File: src/rtl/sync_debounce.sv
// Multi-channel input conditioner: STAGES-deep synchronizer, per-channel
// stability filter, and registered one-cycle rise/fall strobes.
module sync_debounce #(
  parameter int               WIDTH     = 4,
  parameter int               STAGES    = 2,
  parameter int               DB_CYCLES = 4,
  parameter logic [WIDTH-1:0] RESET_VAL = '0
) (
  input  logic             clk,
  input  logic             reset_n,
  input  logic [WIDTH-1:0] din,
  input  logic             db_bypass,
  output logic [WIDTH-1:0] dout,
  output logic [WIDTH-1:0] rise,
  output logic [WIDTH-1:0] fall,
  output logic             changed
);

  localparam int CW = (DB_CYCLES > 1) ? $clog2(DB_CYCLES) : 1;
  localparam logic [CW-1:0] CNT_MAX = CW'(DB_CYCLES - 1);

  logic [WIDTH-1:0] rise_next_vec;
  logic [WIDTH-1:0] fall_next_vec;
  logic             changed_reg;
  logic             changed_next;

  genvar gi;
  generate
    for (gi = 0; gi < WIDTH; gi++) begin : g_ch
      logic [STAGES-1:0] chain_reg;
      logic [CW-1:0]     cnt_reg;
      logic [CW-1:0]     cnt_next;
      logic              sync_s;
      logic              dout_reg;
      logic              dout_next;
      logic              rise_reg;
      logic              rise_next;
      logic              fall_reg;
      logic              fall_next;

      // Plain shift chain; nothing may sit between the stages.
      always_ff @(posedge clk or negedge reset_n) begin
        if (!reset_n) begin
          chain_reg <= {STAGES{RESET_VAL[gi]}};
        end else begin
          chain_reg <= {chain_reg[STAGES-2:0], din[gi]};
        end
      end

      assign sync_s = chain_reg[STAGES-1];

      // Any cycle where the synchronized level matches dout (or bypass is on)
      // leaves the counter at zero, so partial progress never survives.
      always_comb begin
        cnt_next  = '0;
        dout_next = dout_reg;
        rise_next = 1'b0;
        fall_next = 1'b0;
        if (sync_s != dout_reg) begin
          if (db_bypass || (cnt_reg == CNT_MAX)) begin
            dout_next = sync_s;
            rise_next = sync_s;
            fall_next = ~sync_s;
          end else begin
            cnt_next = cnt_reg + 1'b1;
          end
        end
      end

      always_ff @(posedge clk or negedge reset_n) begin
        if (!reset_n) begin
          cnt_reg  <= '0;
          dout_reg <= RESET_VAL[gi];
          rise_reg <= 1'b0;
          fall_reg <= 1'b0;
        end else begin
          cnt_reg  <= cnt_next;
          dout_reg <= dout_next;
          rise_reg <= rise_next;
          fall_reg <= fall_next;
        end
      end

      assign dout[gi]          = dout_reg;
      assign rise[gi]          = rise_reg;
      assign fall[gi]          = fall_reg;
      assign rise_next_vec[gi] = rise_next;
      assign fall_next_vec[gi] = fall_next;
    end
  endgenerate

  // Built from the next-state strobes so it lines up with rise/fall.
  assign changed_next = |(rise_next_vec | fall_next_vec);

  always_ff @(posedge clk or negedge reset_n) begin
    if (!reset_n) begin
      changed_reg <= 1'b0;
    end else begin
      changed_reg <= changed_next;
    end
  end

  assign changed = changed_reg;

endmodule

File: config.mk
export PLATFORM = sky130hd
export DESIGN_NAME = sync_debounce
export DESIGN_NICKNAME = d
export VERILOG_FILES = /design/src/rtl/sync_debounce.sv
export SDC_FILE = /design/constraint.sdc
export NUM_CORES = 1
export LEC_CHECK = 0
export BUFFER_PORTS_ARGS = -buffer_cell sky130_fd_sc_hd__buf_2
export CAP_MARGIN = 30
export CELL_PAD_IN_SITES_DETAIL_PLACEMENT = 2
export CELL_PAD_IN_SITES_GLOBAL_PLACEMENT = 2
export CORE_UTILIZATION = 38
export DETAILED_ROUTE_END_ITERATION = 8
export GPL_ROUTABILITY_DRIVEN = 0
export PLACE_DENSITY = 0.91
export SLEW_MARGIN = 20
export SYNTH_ARGS = -nofsm -noshare
export SYNTH_HDL_FRONTEND = slang
export SYNTH_SLANG_ARGS = --single-unit
File: constraint.sdc
create_clock -name clk -period 3.72 [get_ports clk]
set_input_delay 1.116 -clock clk [delete_from_list [all_inputs] [get_ports clk]]
set_output_delay 1.116 -clock clk [all_outputs]
set_load 0.01 [all_outputs]
==> impl_metrics.xml <==
<?xml version="1.0" encoding="UTF-8"?>
<metrics>
  <group name="finish">
    <metric name="final_common_cell" unit="">sky130_fd_sc_hd__dfrtp_1</metric>
    <metric name="fin_nets" unit="">107</metric>
    <metric name="antenna_cells" unit="">0</metric>
    <metric name="final_core_util" unit="%">43.5</metric>
    <metric name="proportion_of_layout_cells_with_a_drive_suffix_above_1" unit="%">33.0</metric>
    <metric name="fillerInstances" unit="">280</metric>
    <metric name="layout_common_cells" unit="">sky130_fd_sc_hd__dfrtp_1 (29), sky130_fd_sc_hd__buf_2 (19), sky130_fd_sc_hd__nor2_1 (8), sky130_fd_sc_hd__nor3b_1 (8), sky130_fd_sc_hd__clkbuf_4 (5)</metric>
    <metric name="seq_area" unit="µm²">726</metric>
    <metric name="multi_input_comb_area" unit="µm²">289</metric>
    <metric name="flow.area_growth_from_synthesis" unit="%">8.61</metric>
  </group>
  <group name="logic_synthesis">
    <metric name="avgSynthCellArea" unit="µm²">13.5</metric>
    <metric name="synth_top_cells_by_area" unit="">sky130_fd_sc_hd__dfrtp_1 (66%), sky130_fd_sc_hd__buf_4 (8.2%), sky130_fd_sc_hd__nor3b_1 (5.4%), sky130_fd_sc_hd__ha_1 (4.5%), sky130_fd_sc_hd__mux2_2 (4.1%)</metric>
    <metric name="syn-num-nets" unit="">93</metric>
    <metric name="synthesized_netlist_cell_count" unit="">82</metric>
    <metric name="synth_warnings" unit="">0</metric>
    <metric name="synthesis.area" unit="µm²">1100</metric>
    <metric name="synthDistinctLibCells" unit="">12</metric>
    <metric name="synth-seq-cells" unit="">29</metric>
    <metric name="synth_largest_type_area_fraction" unit="%">65.7</metric>
    <metric name="post-synth-top-area-cell" unit="">sky130_fd_sc_hd__dfrtp_1</metric>
    <metric name="synth_sequential_area_ratio" unit="%">65.7</metric>
  </group>
  <group name="timing">
    <metric name="finalCriticalPeriod" unit="ns">2.04</metric>
    <metric name="rsz0062_at_grt" unit="">false</metric>
    <metric name="finalSetupViolations" unit="">0</metric>
    <metric name="timing.final.ws_setup" unit="ns">1.68</metric>
    <metric name="maxSlewHeadroom" unit="%">58.9</metric>
    <metric name="final-hold-violation-count" unit="">0</metric>
    <metric name="worst_clock_skew" unit="ns">0.00685</metric>
    <metric name="slew_violations" unit="">0</metric>
    <metric name="final_period_util" unit="%">54.7</metric>
    <metric name="fmax" unit="MHz">491</metric>
    <metric name="timing_worst_slew_pin_value" unit="ns">0.617</metric>
    <metric name="fin_setup_tns" unit="ns">0</metric>
  </group>
  <group name="routing">
    <metric name="routed_wl" unit="mm">1.68</metric>
    <metric name="via_count" unit="">620</metric>
    <metric name="postRouteAntennaNets" unit="">0</metric>
    <metric name="drt_first_pass_iters" unit="">3</metric>
    <metric name="detail_route.iter0.violations" unit="">8</metric>
    <metric name="vias_per_cell" unit="">4.84</metric>
    <metric name="route.detailed.drc" unit="">0</metric>
    <metric name="routed_wire_length_per_instance" unit="µm">13.1</metric>
  </group>
  <group name="setup_path">
    <metric name="top_family_by_delay_on_critical_path" unit="">flip-flops</metric>
    <metric name="timing.critical_path.slowest_stage_cell" unit="">sky130_fd_sc_hd__dfrtp_1</metric>
    <metric name="cp_cell_sequence" unit="">buf_2</metric>
    <metric name="cp_num_buf_inv" unit="">1</metric>
    <metric name="setup.worst_path.start_class" unit="">flop</metric>
    <metric name="timing.critical_path.fanout_max" unit="">5</metric>
    <metric name="setup.worst_path.end_class" unit="">output port</metric>
    <metric name="critical_path.max_stage_delay" unit="ns">0.43</metric>
    <metric name="timing.critical_path.arrival" unit="ns">0.92</metric>
    <metric name="worstPathRequired" unit="ns">2.60</metric>
    <metric name="worstSetupPathType" unit="">reg -&gt; out</metric>
  </group>
  <group name="placed_design">
    <metric name="place_worst_setup_slack" unit="ns">1.65</metric>
    <metric name="dp_hpwl" unit="mm">1.28</metric>
    <metric name="port-buffer-count" unit="">19</metric>
  </group>
  <group name="pwr">
    <metric name="cellPowerDensity" unit="nW/µm²">492</metric>
    <metric name="ir_drop" unit="µV">261</metric>
    <metric name="total_power" unit="mW">0.590</metric>
    <metric name="static-leakage-power" unit="nW">0.622</metric>
  </group>
  <group name="hold_path">
    <metric name="holdCritPathClass" unit="">reg -&gt; reg</metric>
  </group>
  <group name="grt">
    <metric name="grt_pass1_vias" unit="">727</metric>
    <metric name="grtUsageTotal" unit="%">13.7</metric>
    <metric name="grt_first_pass_wirelength" unit="mm">3.09</metric>
    <metric name="grt_start_max_net_pins" unit="">30</metric>
    <metric name="antenna_violations_before_repair" unit="">0</metric>
    <metric name="grt-ovfl-total" unit="">0</metric>
  </group>
  <group name="cts">
    <metric name="ctsRootBufferMaster" unit="">sky130_fd_sc_hd__clkbuf_4</metric>
    <metric name="clock_sink_count" unit="">29</metric>
    <metric name="post_cts_resize_count" unit="">0</metric>
    <metric name="cts_inserted_buffers" unit="">5</metric>
    <metric name="clock_tree.htree_level_count" unit="">2</metric>
    <metric name="postCtsSetupBuffers" unit="">0</metric>
    <metric name="cts_tree" unit="">built</metric>
    <metric name="clk_pin_slew_worst_paths" unit="ns">0.09</metric>
    <metric name="cts.hold.buffers_added" unit="">0</metric>
    <metric name="clock_path_buffers" unit="">2</metric>
    <metric name="clk-insertion-delay-late" unit="ns">0.32</metric>
  </group>
  <group name="die">
    <metric name="std_cell_rows" unit="">19</metric>
    <metric name="core" unit="µm²">2760</metric>
    <metric name="floorplan.io_pins" unit="">20</metric>
    <metric name="floorplan.die.width" unit="µm">55.9</metric>
    <metric name="floorplan.initialDensity" unit="%">40.1</metric>
    <metric name="fp.dieArea" unit="µm²">3130</metric>
    <metric name="die_h" unit="µm">55.9</metric>
  </group>
  <group name="run_status">
    <metric name="status" unit="">complete, no violations</metric>
  </group>
  <group name="job">
    <metric name="cap_violations" unit="">0</metric>
  </group>
</metrics>
==> synth_stat cells <==
library cell              count
sky130_fd_sc_hd__nor3b_1      8
sky130_fd_sc_hd__dfrtp_1     29
sky130_fd_sc_hd__o21ai_0      4
sky130_fd_sc_hd__nand4_1      1
sky130_fd_sc_hd__nand2_1      4
sky130_fd_sc_hd__and3_2       2
sky130_fd_sc_hd__ha_1         4
sky130_fd_sc_hd__buf_4       12
sky130_fd_sc_hd__xor2_1       4
sky130_fd_sc_hd__nor2_1       8
sky130_fd_sc_hd__mux2_2       4
sky130_fd_sc_hd__and3_1       2
==> logic make-up (layout without fill, tap and decap cells) <==
family / Yosys count / in the layout / share of synthesized area [%]
flops: 29 / 29 / 65.7
simple gates: 25 / 25 / 12.6
buf+inv: 12 / 27 / 8.15
fa+ha+maj: 4 / 4 / 4.53
compound gates: 4 / 4 / 1.81
xor+xnor: 4 / 4 / 3.17
mux: 4 / 4 / 4.08
==> path summary, 6_finish.rpt <==
path / startpoint / endpoint / slack [ns] / cells past startpoint
max: g_ch[1].dout_reg$_DFFE_PN0P_ / dout[1] / 1.68 / 1
min: g_ch[0].chain_reg[0]$_DFF_PN0_ / g_ch[0].chain_reg[1]$_DFF_PN0_ / 0.36 / 0
max reg2reg: g_ch[1].cnt_reg[0]$_DFF_PN0_ / g_ch[1].dout_reg$_DFFE_PN0P_ / 2.35 / 3
min reg2reg: g_ch[0].chain_reg[0]$_DFF_PN0_ / g_ch[0].chain_reg[1]$_DFF_PN0_ / 0.36 / 0
max in group asynchronous: reset_n / g_ch[3].chain_reg[1]$_DFF_PN0_ / 2.52 / 1
min in group asynchronous: reset_n / g_ch[1].dout_reg$_DFFE_PN0P_ / 0.79 / 1
==> per-layer routing <==
metal | up-vias | routed length, µm | global-route usage, %
met1 | 307 | 641 | 13.9
li1 | 290 | - | -
met5 | - | 0 | 0
met4 | 0 | 55 | 7.32
met2 | 17 | 858 | 22.4
met3 | 6 | 127 | 7.67
==> area by class of cell <==
cell class                 instances  area share, %
tap                               31           3.23
multi-input combinational         41           24.1
sequential                        29           60.5
clock buffer                       6           3.44
timing repair buffer              19           7.92
clock inverter                     2          0.834
==> per-stage QoR <==
| step | hold WS [ns] | instance area, µm² | instances |
|---|---|---|---|
| floorplan | 0.331 | 1100 | 82 |
| global placement | 0.334 | 1150 | 120 |
| detailed placement | 0.336 | 1150 | 120 |
| CTS | 0.360 | 1200 | 128 |
| global route | 0.375 | 1200 | 128 |
| finish | 0.359 | 1200 | 128 |
==> power by group <==
group	leakage (nW)	internal (mW)	switching [mW]	total, mW
combinational	0.224	0.0280	0.0358	0.0638
sequential	0.366	0.339	0.0145	0.353
clock	0.0320	0.0717	0.101	0.173
Note: power is estimated with default switching activity, not from simulation.
